$ cat src/rtl/can_bit_destuffer.sv
// CAN bit destuffer.
// Receives one serial bit per sample-point strobe and removes stuff bits.
// Dynamic mode drops the complement bit inserted after STUFF_LEN equal bits.
// Fixed mode drops the complement bit inserted after every FIXED_LEN data bits.
// Valid data bits are announced with a one-clock sp_decision pulse, and stuff
// rule violations with a one-clock stuff_err pulse. In both cases the bit
// event happens on the first clock of each SP high phase.
module can_bit_destuffer #(
   parameter int STUFF_LEN = 5,
   parameter int FIXED_LEN = 4,
   parameter int SCNT_W    = 3
) (
   input  logic              clk,
   input  logic              reset,
   input  logic              RX,
   input  logic              SP,
   input  logic              F_STF,
   input  logic              F_FIX,
   output logic              sp_decision,
   output logic              saida,
   output logic              stuff_err,
   output logic [SCNT_W-1:0] stuff_cnt
);

   // Counters are sized so they can hold their terminal value exactly.
   localparam int RUN_W  = (STUFF_LEN < 1) ? 1 : $clog2(STUFF_LEN + 1);
   localparam int FCNT_W = (FIXED_LEN < 1) ? 1 : $clog2(FIXED_LEN + 1);

   localparam logic [RUN_W-1:0]  RUN_MAX  = RUN_W'(STUFF_LEN);
   localparam logic [RUN_W-1:0]  RUN_ONE  = RUN_W'(1);
   localparam logic [FCNT_W-1:0] FCNT_MAX = FCNT_W'(FIXED_LEN);
   localparam logic [FCNT_W-1:0] FCNT_ONE = FCNT_W'(1);
   localparam logic [SCNT_W-1:0] SCNT_ONE = SCNT_W'(1);

   // The mode that applies to the current bit event.
   typedef enum logic [1:0] {
      MODE_PASS  = 2'd0,
      MODE_DYN   = 2'd1,
      MODE_FIXED = 2'd2
   } mode_t;

   // Registered state.
   logic              r_spPrev;
   logic              r_lastb;
   logic [RUN_W-1:0]  r_run;
   logic [FCNT_W-1:0] r_fcnt;
   logic              r_fexp;
   logic              r_fixPrev;
   logic              r_fixFirst;
   logic [SCNT_W-1:0] r_cnt;
   logic              r_dec;
   logic              r_saida;
   logic              r_err;

   // Combinational next-state values.
   mode_t             w_mode;
   logic              w_event;
   logic              w_fixChg;
   logic [RUN_W-1:0]  w_runCur;
   logic [FCNT_W-1:0] w_fcntCur;
   logic              w_fexpCur;
   logic              w_fixFirstCur;
   logic [FCNT_W-1:0] w_fcntInc;
   logic              w_lastbNext;
   logic [RUN_W-1:0]  w_runNext;
   logic [FCNT_W-1:0] w_fcntNext;
   logic              w_fexpNext;
   logic              w_fixPrevNext;
   logic              w_fixFirstNext;
   logic [SCNT_W-1:0] w_cntNext;
   logic              w_decNext;
   logic              w_saidaNext;
   logic              w_errNext;

   // A bit event is the first clock of an SP high phase, so a strobe
   // held high over several clocks still counts as a single bit.
   assign w_event = SP & ~r_spPrev;

   // A mode change is noticed at the first event after it. That event
   // restarts the run and fixed-mode counters. When the change is a
   // rise into fixed mode, it also arms the "first bit is a stuff bit"
   // flag, which stays armed across pass-through events until a fixed
   // mode event with destuffing enabled consumes it.
   assign w_fixChg      = F_FIX ^ r_fixPrev;
   assign w_runCur      = w_fixChg ? '0 : r_run;
   assign w_fcntCur     = w_fixChg ? '0 : r_fcnt;
   assign w_fexpCur     = w_fixChg ? 1'b0 : r_fexp;
   assign w_fixFirstCur = F_FIX & (r_fixFirst | ~r_fixPrev);
   assign w_fcntInc     = w_fcntCur + FCNT_ONE;
   assign w_fixPrevNext = w_event ? F_FIX : r_fixPrev;

   // Select the mode. F_STF is taken from the event edge itself.
   always_comb begin
      w_mode = MODE_PASS;
      if (F_STF) begin
         w_mode = F_FIX ? MODE_FIXED : MODE_DYN;
      end
   end

   // Decide the fate of the current bit: deliver it, drop it as stuff,
   // or flag a stuff violation. State holds and pulses drop between events.
   always_comb begin
      w_lastbNext    = r_lastb;
      w_runNext      = r_run;
      w_fcntNext     = r_fcnt;
      w_fexpNext     = r_fexp;
      w_fixFirstNext = r_fixFirst;
      w_cntNext      = r_cnt;
      w_decNext      = 1'b0;
      w_saidaNext    = r_saida;
      w_errNext      = 1'b0;

      if (w_event) begin
         w_runNext      = w_runCur;
         w_fcntNext     = w_fcntCur;
         w_fexpNext     = w_fexpCur;
         w_fixFirstNext = w_fixFirstCur;

         unique case (w_mode)
            MODE_PASS: begin
               w_decNext   = 1'b1;
               w_saidaNext = RX;
               w_cntNext   = '0;
               w_runNext   = '0;
               w_fexpNext  = 1'b1;
            end

            MODE_DYN: begin
               if (w_runCur < RUN_MAX) begin
                  w_decNext   = 1'b1;
                  w_saidaNext = RX;
                  if ((RX == r_lastb) && (w_runCur != '0)) begin
                     w_runNext = w_runCur + RUN_ONE;
                  end else begin
                     w_runNext = RUN_ONE;
                  end
                  w_lastbNext = RX;
               end else if (RX != r_lastb) begin
                  w_cntNext   = r_cnt + SCNT_ONE;
                  w_runNext   = RUN_ONE;
                  w_lastbNext = RX;
               end else begin
                  w_errNext = 1'b1;
                  w_runNext = '0;
               end
            end

            MODE_FIXED: begin
               if (w_fixFirstCur) begin
                  w_fixFirstNext = 1'b0;
                  w_fexpNext     = 1'b0;
                  w_fcntNext     = '0;
                  w_lastbNext    = RX;
               end else if (!w_fexpCur) begin
                  w_decNext   = 1'b1;
                  w_saidaNext = RX;
                  w_fcntNext  = w_fcntInc;
                  w_fexpNext  = (w_fcntInc == FCNT_MAX);
                  w_lastbNext = RX;
               end else begin
                  w_errNext  = (RX == r_lastb);
                  w_fcntNext = '0;
                  w_fexpNext = 1'b0;
               end
            end

            default: begin
               w_decNext = 1'b0;
            end
         endcase
      end
   end

   // Register the state and the outputs. Asynchronous reset restores the
   // idle bus condition.
   always_ff @(posedge clk or posedge reset) begin
      if (reset) begin
         r_spPrev   <= 1'b0;
         r_lastb    <= 1'b1;
         r_run      <= '0;
         r_fcnt     <= '0;
         r_fexp     <= 1'b1;
         r_fixPrev  <= 1'b0;
         r_fixFirst <= 1'b0;
         r_cnt      <= '0;
         r_dec      <= 1'b0;
         r_saida    <= 1'b1;
         r_err      <= 1'b0;
      end else begin
         r_spPrev   <= SP;
         r_lastb    <= w_lastbNext;
         r_run      <= w_runNext;
         r_fcnt     <= w_fcntNext;
         r_fexp     <= w_fexpNext;
         r_fixPrev  <= w_fixPrevNext;
         r_fixFirst <= w_fixFirstNext;
         r_cnt      <= w_cntNext;
         r_dec      <= w_decNext;
         r_saida    <= w_saidaNext;
         r_err      <= w_errNext;
      end
   end

   assign sp_decision = r_dec;
   assign saida       = r_saida;
   assign stuff_err   = r_err;
   assign stuff_cnt   = r_cnt;

endmodule

$ cat config.mk
export PLATFORM = sky130hd
export DESIGN_NAME = can_bit_destuffer
export DESIGN_NICKNAME = d
export VERILOG_FILES = /design/src/rtl/can_bit_destuffer.sv
export SDC_FILE = /design/constraint.sdc
export NUM_CORES = 1
export LEC_CHECK = 0
export ABC_CLOCK_PERIOD_IN_PS = 3610
export BUFFER_PORTS_ARGS = -buffer_cell sky130_fd_sc_hd__clkbuf_2
export CAP_MARGIN = 25
export CORE_MARGIN = 2
export CORE_UTILIZATION = 27
export CTS_CLUSTER_SIZE = 24
export DETAILED_ROUTE_END_ITERATION = 16
export HOLD_SLACK_MARGIN = 0.1
export MAX_ROUTING_LAYER = met4
export SYNTH_ARGS = -nofsm -noshare
export SYNTH_HDL_FRONTEND = slang
export SYNTH_SLANG_ARGS = --single-unit
$ cat constraint.sdc
create_clock -name clk -period 3.61 [get_ports clk]
set_clock_uncertainty 0.2 [all_clocks]
set_input_delay 0.361 -clock clk [delete_from_list [all_inputs] [get_ports clk]]
set_output_delay 0.361 -clock clk [all_outputs]
set_load 0.05 [all_outputs]
==> impl_metrics.ini, run 1 <==
[outcome]
run_status = finished clean

[finish]
area.growth.synth_to_final_pct = 11.9
antenna_cells_inserted = 0
commonest_non_fill_non_tap_cell_in_the_layout = dfrtp_1
multi_input_area_um2 = 627
commonest_cells_after_routing_fill_and_taps_aside = 14 x dfrtp_1, 11 x clkbuf_2, 8 x nand2_1, 7 x o21ai_0, 5 x o211ai_1
finalCoreUtilization = 0.312
final-seq-area_um2 = 429
fillCellCount = 419
drive_gt1_frac = 0.157
finish.instance_area_um2 = 1250
design.final.nets = 132

[sta]
post-route-period-util = 0.637
fin_setup_tns_ps = 0
fmax_mhz = 435
worst_slew_pin_slew_ps = 706
report.final.setup_viol = 0
timing.slew.headroom = 0.529
rsz0062_at_grt = false
hold_viol_final = 0
timing.final.max_slew_violations = 0
finalWorstPathRequiredPeriod_ps = 2300

[setup_path]
required_ps = 3560
cp_cell_sequence = xnor2_1 -> and2_1 -> ha_1 -> xnor3_1 -> a22oi_1 -> o31ai_1
critical_path.startpoint_type = flop
cp_num_buf_inv = 0
timing.critical_path.to_type = flop
critical-path-top-delay-family = flip-flops
timing.setup.critical_path_class = flop to flop
data_arrival_at_the_endpoint_of_the_critical_path_ps = 2250
max_stage_delay_ps = 690
crit_slowest_cell = dfrtp_1
largest_fanout_of_any_net_on_the_critical_path = 16

[global_routing]
maximum_number_of_pins_on_one_net_before_global_route_repair = 18
antenna_found_initial = 0
grt_usage = 0.130
grt_first_pass_wirelength_mm = 4.40
first_global_vias = 927
grt.overflow.total = 0

[logic_synthesis]
synth_enable_flop_cells = 0
syn-mean-instance-area_um2 = 10.0
synthAdderAreaFrac = 0.0449
synth_seq_cells = 17
synthesis.instances = 111
dominant_combinational_cell_family_by_area_after_synthesis = simple AND/OR/NAND/NOR gates
netlist_area_um2 = 1110
synth-warning-count = 0
synthesized_area_fraction_occupied_by_ao_oa_aoi_and_oai_cells = 0.218
synth_seq_area_share = 0.385
yosys.area_share.simple = 0.226
postSynthNetCount = 121
synth.mux.area_fraction = 0.0101
yosys.area_share.xor_xnor = 0.0640
fraction_of_registers_with_async_set_reset = 1.00
dominantRegCellSynth = dfrtp_1
synth.distinct_cells = 51

[cts]
cts_tree = yes
cts_inserted_buffers = 3
worst_setup_hold_path_clk_slew_ps = 60
clkLatencyLatePin_ps = 250
clock-sinks = 17
cts-resized-gates = 0
cts_root_buffer = clkbuf_8
cts-htree-levels = 1
clock_tree.buffer_depth = 2

[pwr]
power_per_cell_area_nw_per_um2 = 375
worst_voltage_drop_across_the_vdd_grid_mv = 0.162
static-leakage-power_nw = 0.549
post-layout-total-power_w = 0.000467

[drt]
post-route-drc-count = 0
detailroute.via_count = 922
detail_route.vias_per_cell = 5.39
wl_per_cell_um = 14.7
antenna_violating_nets_remaining = 0
detail_route.first_pass.iterations = 4
drt_wl_total_mm = 2.51
dr.first_iter.drc_count = 18

[placement]
placed_cell_area_um2 = 1190
port_buffers = 11
detailed_place_hpwl_mm = 1.84
routabilityCongestion = 0.788

[floorplan]
num_io_pins = 12
chipHeight_um = 68.3
core_area_um2 = 4000
core.rowCount = 23
floorplan.die.width_um = 68.3
initial_utilization = 0.279
die_area_um2 = 4660

[min_path]
min_path_type = input pin to flop

[job]
cap_violations = 0
-- path summary, 6_finish.rpt --
kind	from	to	slack [ps]	cells after the start
hold reg to reg	r_fcnt[1]$_DFFE_PP0P_	r_fcnt[1]$_DFFE_PP0P_	340	1
max in group asynchronous	reset	r_run[2]$_DFFE_PP0P_	2240	3
hold / removal	SP	r_spPrev$_DFF_PP0_	110	1
setup reg to reg	r_fixPrev$_DFFE_PP0P_	r_run[2]$_DFFE_PP0P_	1310	6
min in group asynchronous	reset	sp_decision$_DFF_PP0_	530	3
setup / recovery	r_fixPrev$_DFFE_PP0P_	r_run[2]$_DFFE_PP0P_	1310	6
-- cell usage after synthesis (all sizes together) (2+ instances only) --
master | count | share of area
nand2b | 2 | 0.011
nor2 | 3 | 0.017
a21oi | 2 | 0.0090
nand3 | 2 | 0.0090
nand4bb | 2 | 0.020
buf | 4 | 0.029
nor3 | 2 | 0.0090
dfrtp | 14 | 0.31
inv | 5 | 0.017
o31ai | 2 | 0.013
o211ai | 5 | 0.034
o21a | 2 | 0.013
dfstp | 3 | 0.071
clkbuf | 2 | 0.0067
nor2b | 3 | 0.017
xor2 | 2 | 0.016
nand2 | 8 | 0.027
and3b | 2 | 0.016
xnor3 | 2 | 0.040
ha | 4 | 0.045
nand4 | 2 | 0.011
o21ai | 8 | 0.036
a22oi | 2 | 0.013
o22ai | 2 | 0.011
and2 | 4 | 0.022
-- state kept, by name, summed over array words and instances (netlist names) --
register and cells:
r_run 3, r_lastb 1, stuff_err 1, r_fixFirst 1
stuff_cnt 3, sp_decision 1, r_fixPrev 1, r_fexp 1
r_fcnt 3, saida 1, r_spPrev 1
-- kinds of logic (layout without fill, tap and decap cells) --
group / count (synthesis) / in the layout
AND/OR/NAND/NOR: 39 / 39
AO/OA/AOI/OAI: 34 / 34
flip-flops: 17 / 17
buffers and inverters: 11 / 21
XOR/XNOR: 5 / 5
adder cells (fa/ha/maj): 4 / 4
multiplexers: 1 / 1
-- final cells by class --
type	count	area share
flip-flops and latches	17	0.344
multi-input cells	83	0.503
well taps	50	0.0502
inverters	5	0.0150
repair buffers	12	0.0522
clock buffers	4	0.0361
-- where the power goes --
part            total, W  switching (W)  internal [W]
Clock           0.000139      0.0000608     0.0000783
Combinational  0.0000976      0.0000589     0.0000387
Sequential      0.000231      0.0000201      0.000210
-- stage by stage --
step                      hold slack (ps)  cells  setup slack [ps]
after floorplan                      84.9    111              1570
after global placement                266    166              1500
after detailed placement              275    166              1360
after CTS                             106    171              1330
after global routing                  123    171              1160
final                                 111    171              1310
-- timing repair --
item,4_1_cts,5_1_grt
hold endpoints to repair,14,0
setup buffers,0,0
hold buffers,1,0
-- metal layers --
metal	up-vias	global-route usage	share of wire
li1	439	-	-
met1	460	0.154	0.47
met2	19	0.218	0.49
met3	4	0.0230	0.032
met4	0	0.0500	0.010
met5	-	-	0
(Power assumes the default switching activity.)
==> run 2: changes to the inputs <==
- ABC_CLOCK_PERIOD_IN_PS: 3610 -> 2300
- clock period: 3.61 -> 2.3 ns (I/O delays scaled with it)
==> impl_metrics.ini, run 2 (synthesis results as in run 1) <==
[setup_path]
data_arrival_at_the_endpoint_of_the_critical_path_ps = 1890
required_ps = 2240
critical_path.startpoint_type = flop
timing.critical_path.to_type = flop
timing.setup.critical_path_class = flop to flop
largest_fanout_of_any_net_on_the_critical_path = 4

[finish]
drive_gt1_frac = 0.175
antenna_cells_inserted = 0
commonest_cells_after_routing_fill_and_taps_aside = 14 x dfrtp_1, 11 x clkbuf_2, 8 x nand2_1, 7 x o21ai_0, 5 x o211ai_1
finalCoreUtilization = 0.322
commonest_non_fill_non_tap_cell_in_the_layout = dfrtp_1
design.final.nets = 137
area.growth.synth_to_final_pct = 15.7

[cts]
clock-sinks = 17
post-cts-setup-buffers = 0
clock_tree.buffer_depth = 2
cts_root_buffer = clkbuf_8
clkLatencyLatePin_ps = 260
cts_tree = yes
cts-htree-levels = 1
worst_setup_hold_path_clk_slew_ps = 70
cts-resized-gates = 0
cts_inserted_buffers = 3

[sta]
post-route-period-util = 0.845
fin_setup_tns_ps = 0
finalWorstPathRequiredPeriod_ps = 1940
fmax_mhz = 514
timing.final.max_slew_violations = 0
hold_viol_final = 0
worst_slew_pin_slew_ps = 657
timing.slew.headroom = 0.562
report.final.setup_viol = 0
finalHoldWorstSlack_ps = 214
rsz0062_at_grt = false

[floorplan]
core.rowCount = 23
floorplan.die.width_um = 68.3
die_area_um2 = 4660
chipHeight_um = 68.3
core_area_um2 = 4000
num_io_pins = 12
initial_utilization = 0.279

[pwr]
power.switching_w = 0.000235
power.share.clock = 0.308
internal_power_w = 0.000522
static-leakage-power_nw = 0.572
share_comb_of_total_power = 0.228
post-layout-total-power_w = 0.000757
power.sequential.fraction = 0.464
power_per_cell_area_nw_per_um2 = 587
worst_voltage_drop_across_the_vdd_grid_mv = 0.333
power.share.switching = 0.310

[global_routing]
grt_usage = 0.127
grt_first_pass_wirelength_mm = 4.29
antenna_found_initial = 0
first_global_vias = 933
grt.overflow.total = 0
maximum_number_of_pins_on_one_net_before_global_route_repair = 18

[drt]
antenna_violating_nets_remaining = 0
detail_route.first_pass.iterations = 4
detail_route.vias_per_cell = 5.29
post-route-drc-count = 0
dr.first_iter.drc_count = 39
wl_per_cell_um = 13.9
drt_wl_total_mm = 2.45
detailroute.via_count = 931

[outcome]
run_status = finished clean

[placement]
routabilityCongestion = 0.823
detailed_place_hpwl_mm = 1.78
port_buffers = 11

[min_path]
min_path_type = input pin to flop

[job]
cap_violations = 0
==> run 2: cell types whose count changed in the layout (fill, tap and decap cells not counted), sizes merged <==
cell	delta
buf	+3
dlygate4sd3	+2
==> run 2: path summary, 6_finish.rpt <==
path,from,endpoint,slack [ps],depth (start not counted)
max,r_fixPrev$_DFFE_PP0P_,r_run[2]$_DFFE_PP0P_,360,6
min,F_STF,r_fexp$_DFFE_PP1P_,210,2
max in group asynchronous,reset,r_fcnt[1]$_DFFE_PP0P_,1090,3
max reg2reg,r_fixPrev$_DFFE_PP0P_,r_run[2]$_DFFE_PP0P_,360,6
min in group asynchronous,reset,stuff_cnt[2]$_DFFE_PP0P_,390,3
min reg2reg,r_fcnt[1]$_DFFE_PP0P_,r_fcnt[1]$_DFFE_PP0P_,300,1
==> run 2: cell type report <==
cell class              instances  area [um^2]
clock buffers                   4         45.0
fillers                       410         2710
inverters                       5         18.8
multi-input cells              83          627
flip-flops and latches         17          429
well taps                      50         62.6
repair buffers                 17          108
==> run 2: critical path: stages (launching register included) <==
cell and delay [ps]:
dfrtp_1 390, xnor2_1 240, and2_1 170, ha_1 160
xnor3_1 380, a22oi_1 200, o31ai_1 90
==> run 2: what timing repair did <==
item | CTS | global route
endpoints found under the setup margin | 0 | 0
endpoints found under the hold margin | 16 | 0
hold buffers | 3 | 0
==> run 2: power by group through the flow <==
stage	sequential [W]	clock (W)	combinational, W
3_3_place_gp	0.000356	0	0.000165
4_1_cts	0.000351	0.000239	0.000174
5_1_grt	0.000354	0.000250	0.000191
6_report	0.000351	0.000233	0.000172
3_5_place_dp	0.000357	0	0.000170
2_1_floorplan	0.000368	0	0.000120
==> run 2: routing by layer <==
layer / vias to the layer above / track usage / routed length (um)
li1: 451 / - / -
met1: 454 / 0.158 / 1130
met2: 21 / 0.203 / 1180
met3: 5 / 0.0148 / 80
met4: 0 / 0.0675 / 57
met5: - / - / 0
==> run 2: stage by stage <==
step	setup slack (ps)	instances	instance area [um^2]
finish	355	176	1290
global route	148	176	1290
floorplan	257	111	1110
CTS	327	176	1290
global placement	436	169	1210
detailed placement	344	169	1210
==> run 3: changes to the inputs <==
- ABC_AREA: not set -> 1
- ABC_CLOCK_PERIOD_IN_PS: 2300 -> 1840
- clock period: 2.3 -> 1.84 ns (I/O delays scaled with it)
==> impl_metrics.ini, run 3 <==
[logic_synthesis]
yosysTopAreaCellShare = 0.340
synth.distinct_cells = 26
synth.cells.most_frequent = 40 x nand2_1, 20 x inv_1, 14 x dfrtp_1
fraction_of_registers_with_async_set_reset = 1.00
netlist_area_um2 = 1030
synth-warning-count = 0
postSynthNetCount = 144
synthesized_area_fraction_occupied_by_ao_oa_aoi_and_oai_cells = 0.125
synthAdderAreaFrac = 0.0486
synthesis.instances = 134
dominantRegCellSynth = dfrtp_1
syn-mean-instance-area_um2 = 7.68
synth.most_common_cell = nand2_1
synth_seq_cells = 17
yosys.area_share.simple = 0.303
dominant_combinational_cell_family_by_area_after_synthesis = simple AND/OR/NAND/NOR gates
yosysTopAreaCell = dfrtp_1
synth_enable_flop_cells = 0
synth.mux.area_fraction = 0
yosys.area_share.xor_xnor = 0.0170
synthTopCellsByArea = dfrtp_1 34%, nand2_1 15%, dfstp_2 7.7%
synth_seq_area_share = 0.417

[drt]
detail_route.vias_per_cell = 4.18
antenna_violating_nets_remaining = 0
detailroute.via_count = 857
dr.first_iter.drc_count = 34
wl_per_cell_um = 9.48
post-route-drc-count = 0
drt_wl_total_mm = 1.94
detail_route.first_pass.iterations = 2

[sta]
fmax_mhz = 598
report.final.setup_viol = 0
finalWorstPathRequiredPeriod_ps = 1670
timing.final.max_slew_violations = 0
post-route-period-util = 0.909
hold_viol_final = 0
fin_setup_tns_ps = 0
timing.slew.headroom = 0.569
worst_slew_pin_slew_ps = 646
rsz0062_at_grt = false
finalHoldWorstSlack_ps = 221

[finish]
drive_gt1_frac = 0.229
area.growth.synth_to_final_pct = 23.5
finish.instance_area_um2 = 1270
commonest_non_fill_non_tap_cell_in_the_layout = nand2_1
commonest_cells_after_routing_fill_and_taps_aside = 40 x nand2_1, 20 x inv_1, 14 x dfrtp_1, 11 x clkbuf_2
finalCoreUtilization = 0.347
antenna_cells_inserted = 0
design.final.nets = 168

[setup_path]
startpoint_of_the_most_critical_register_to_register_path = r_fixPrev$_DFFE_PP0P_
cpMostUsedCell = inv_1
cp.depth = 10
data_arrival_at_the_endpoint_of_the_critical_path_ps = 1610
critical-path-top-delay-family = buffers and inverters
timing.critical_path.to_type = flop
reg2reg_depth = 10
worst_setup_path_startpoint = SP
cp_num_buf_inv = 5
required_ps = 1780
timing.setup.critical_path_class = input pin to flop
cp_cell_sequence = dlygate4sd3_1 -> clkbuf_2 -> inv_1 -> nor2_2 -> buf_4 -> nand3_1 -> inv_1 -> nand2_2 -> nand2_1 -> o21ai_1
critical_path.startpoint_type = input pin
max_stage_delay_ps = 530
largest_fanout_of_any_net_on_the_critical_path = 8
crit_slowest_cell = dlygate4sd3_1

[floorplan]
core_area_um2 = 3660
initial_utilization = 0.281
num_io_pins = 12
floorplan.die.width_um = 65.8
die_area_um2 = 4320
core.rowCount = 22
chipHeight_um = 65.8

[global_routing]
first_global_vias = 759
antenna_found_initial = 0
maximum_number_of_pins_on_one_net_before_global_route_repair = 18
grt_usage = 0.105
grt_first_pass_wirelength_mm = 3.46
grt.overflow.total = 0

[pwr]
power_per_cell_area_nw_per_um2 = 795
static-leakage-power_nw = 0.654
worst_voltage_drop_across_the_vdd_grid_mv = 0.269

[min_path]
min_delay_path_depth = 6
hold_path.startpoint = F_FIX
min_path_type = input pin to flop

[outcome]
run_status = finished clean

[placement]
detailed_place_hpwl_mm = 1.45
port_buffers = 11
routabilityCongestion = 0.780
placed_cell_area_um2 = 1160

[cts]
worst_setup_hold_path_clk_slew_ps = 60
cts_root_buffer = clkbuf_8
cts-htree-levels = 1
clkLatencyLatePin_ps = 250
cts_tree = yes
cts_inserted_buffers = 3
clock_tree.buffer_depth = 2
clock-sinks = 17

[job]
cap_violations = 0
-- run 3: changes by cell type after synthesis, sizes merged, moves of 5 or more --
cell,before,now
inv,5,23
nand2,8,43
nand3,2,7
nor2,3,10
-- run 3: power breakdown --
group	total (W)	leakage, nW	switching [W]	internal, W
clock	0.000279	0.0228	0.000125	0.000154
sequential	0.000458	0.213	0.0000352	0.000423
combinational	0.000274	0.418	0.000180	0.0000935
total	0.00101	0.654	0.000341	0.000670
-- run 3: timing repair --
| item | in CTS | in global routing |
|---|---|---|
| hold buffers | 5 | 0 |
| endpoints found under the setup margin | 0 | 1 |
| hold endpoints to repair | 21 | 0 |
| setup buffers | 0 | 2 |
| resized for setup | 0 | 2 |
-- run 3: cells by family (layout without fill, tap and decap cells) --
family | count (synthesis) | after routing
AOI/OAI and AO/OA | 21 | 21
buffers and inverters | 24 | 47
xor gates and xnor gates | 2 | 2
and+or+nand+nor | 66 | 66
adders and majority gates | 4 | 4
DFF | 17 | 17
-- run 3: final cells by class --
| cell class | count | area (um^2) |
|---|---|---|
| Multi-Input combinational cell | 93 | 513 |
| Timing Repair Buffer | 20 | 135 |
| Tap cell | 48 | 60.1 |
| Fill cell | 383 | 2390 |
| Sequential cell | 17 | 429 |
| Clock buffer | 4 | 45.0 |
| Inverter | 23 | 88.8 |
-- run 3: worst paths after layout --
kind | to | slack [ps]
max | stuff_cnt[0]$_DFFE_PP0P_ | 170
min | r_fexp$_DFFE_PP1P_ | 220
max reg2reg | r_run[2]$_DFFE_PP0P_ | 180
min reg2reg | saida$_DFFE_PP1P_ | 270
max in group asynchronous | stuff_cnt[2]$_DFFE_PP0P_ | 680
min in group asynchronous | r_fixFirst$_DFFE_PP0P_ | 350
-- run 3: through the flow --
step           cells  worst slack [ps]  total power [W]
2_1_floorplan    134               251         0.000664
3_3_place_gp     194               178         0.000723
3_5_place_dp     194               137         0.000722
4_1_cts          203               114          0.00102
5_1_grt          205              4.22          0.00108
6_report         205               168          0.00101
-- run 3: metal layers --
| layer | up-vias | global-route usage | routed length [um] |
|---|---|---|---|
| met1 | 374 | 0.147 | 1030 |
| met5 | - | - | 0 |
| met3 | 2 | 0.0411 | 73 |
| met4 | 0 | 0.0156 | 10 |
| met2 | 10 | 0.145 | 827 |
| li1 | 471 | - | - |
-- run 3: worst reg2reg max path, cell delays in order, from the launching register on --
cell	delay, ps
dfrtp_1	380
inv_1	90
nand2_2	80
nand2_4	70
inv_4	110
nor2_4	40
ha_1	190
nand3b_1	150
nand2_1	70
nand4_1	70
a21oi_1	130
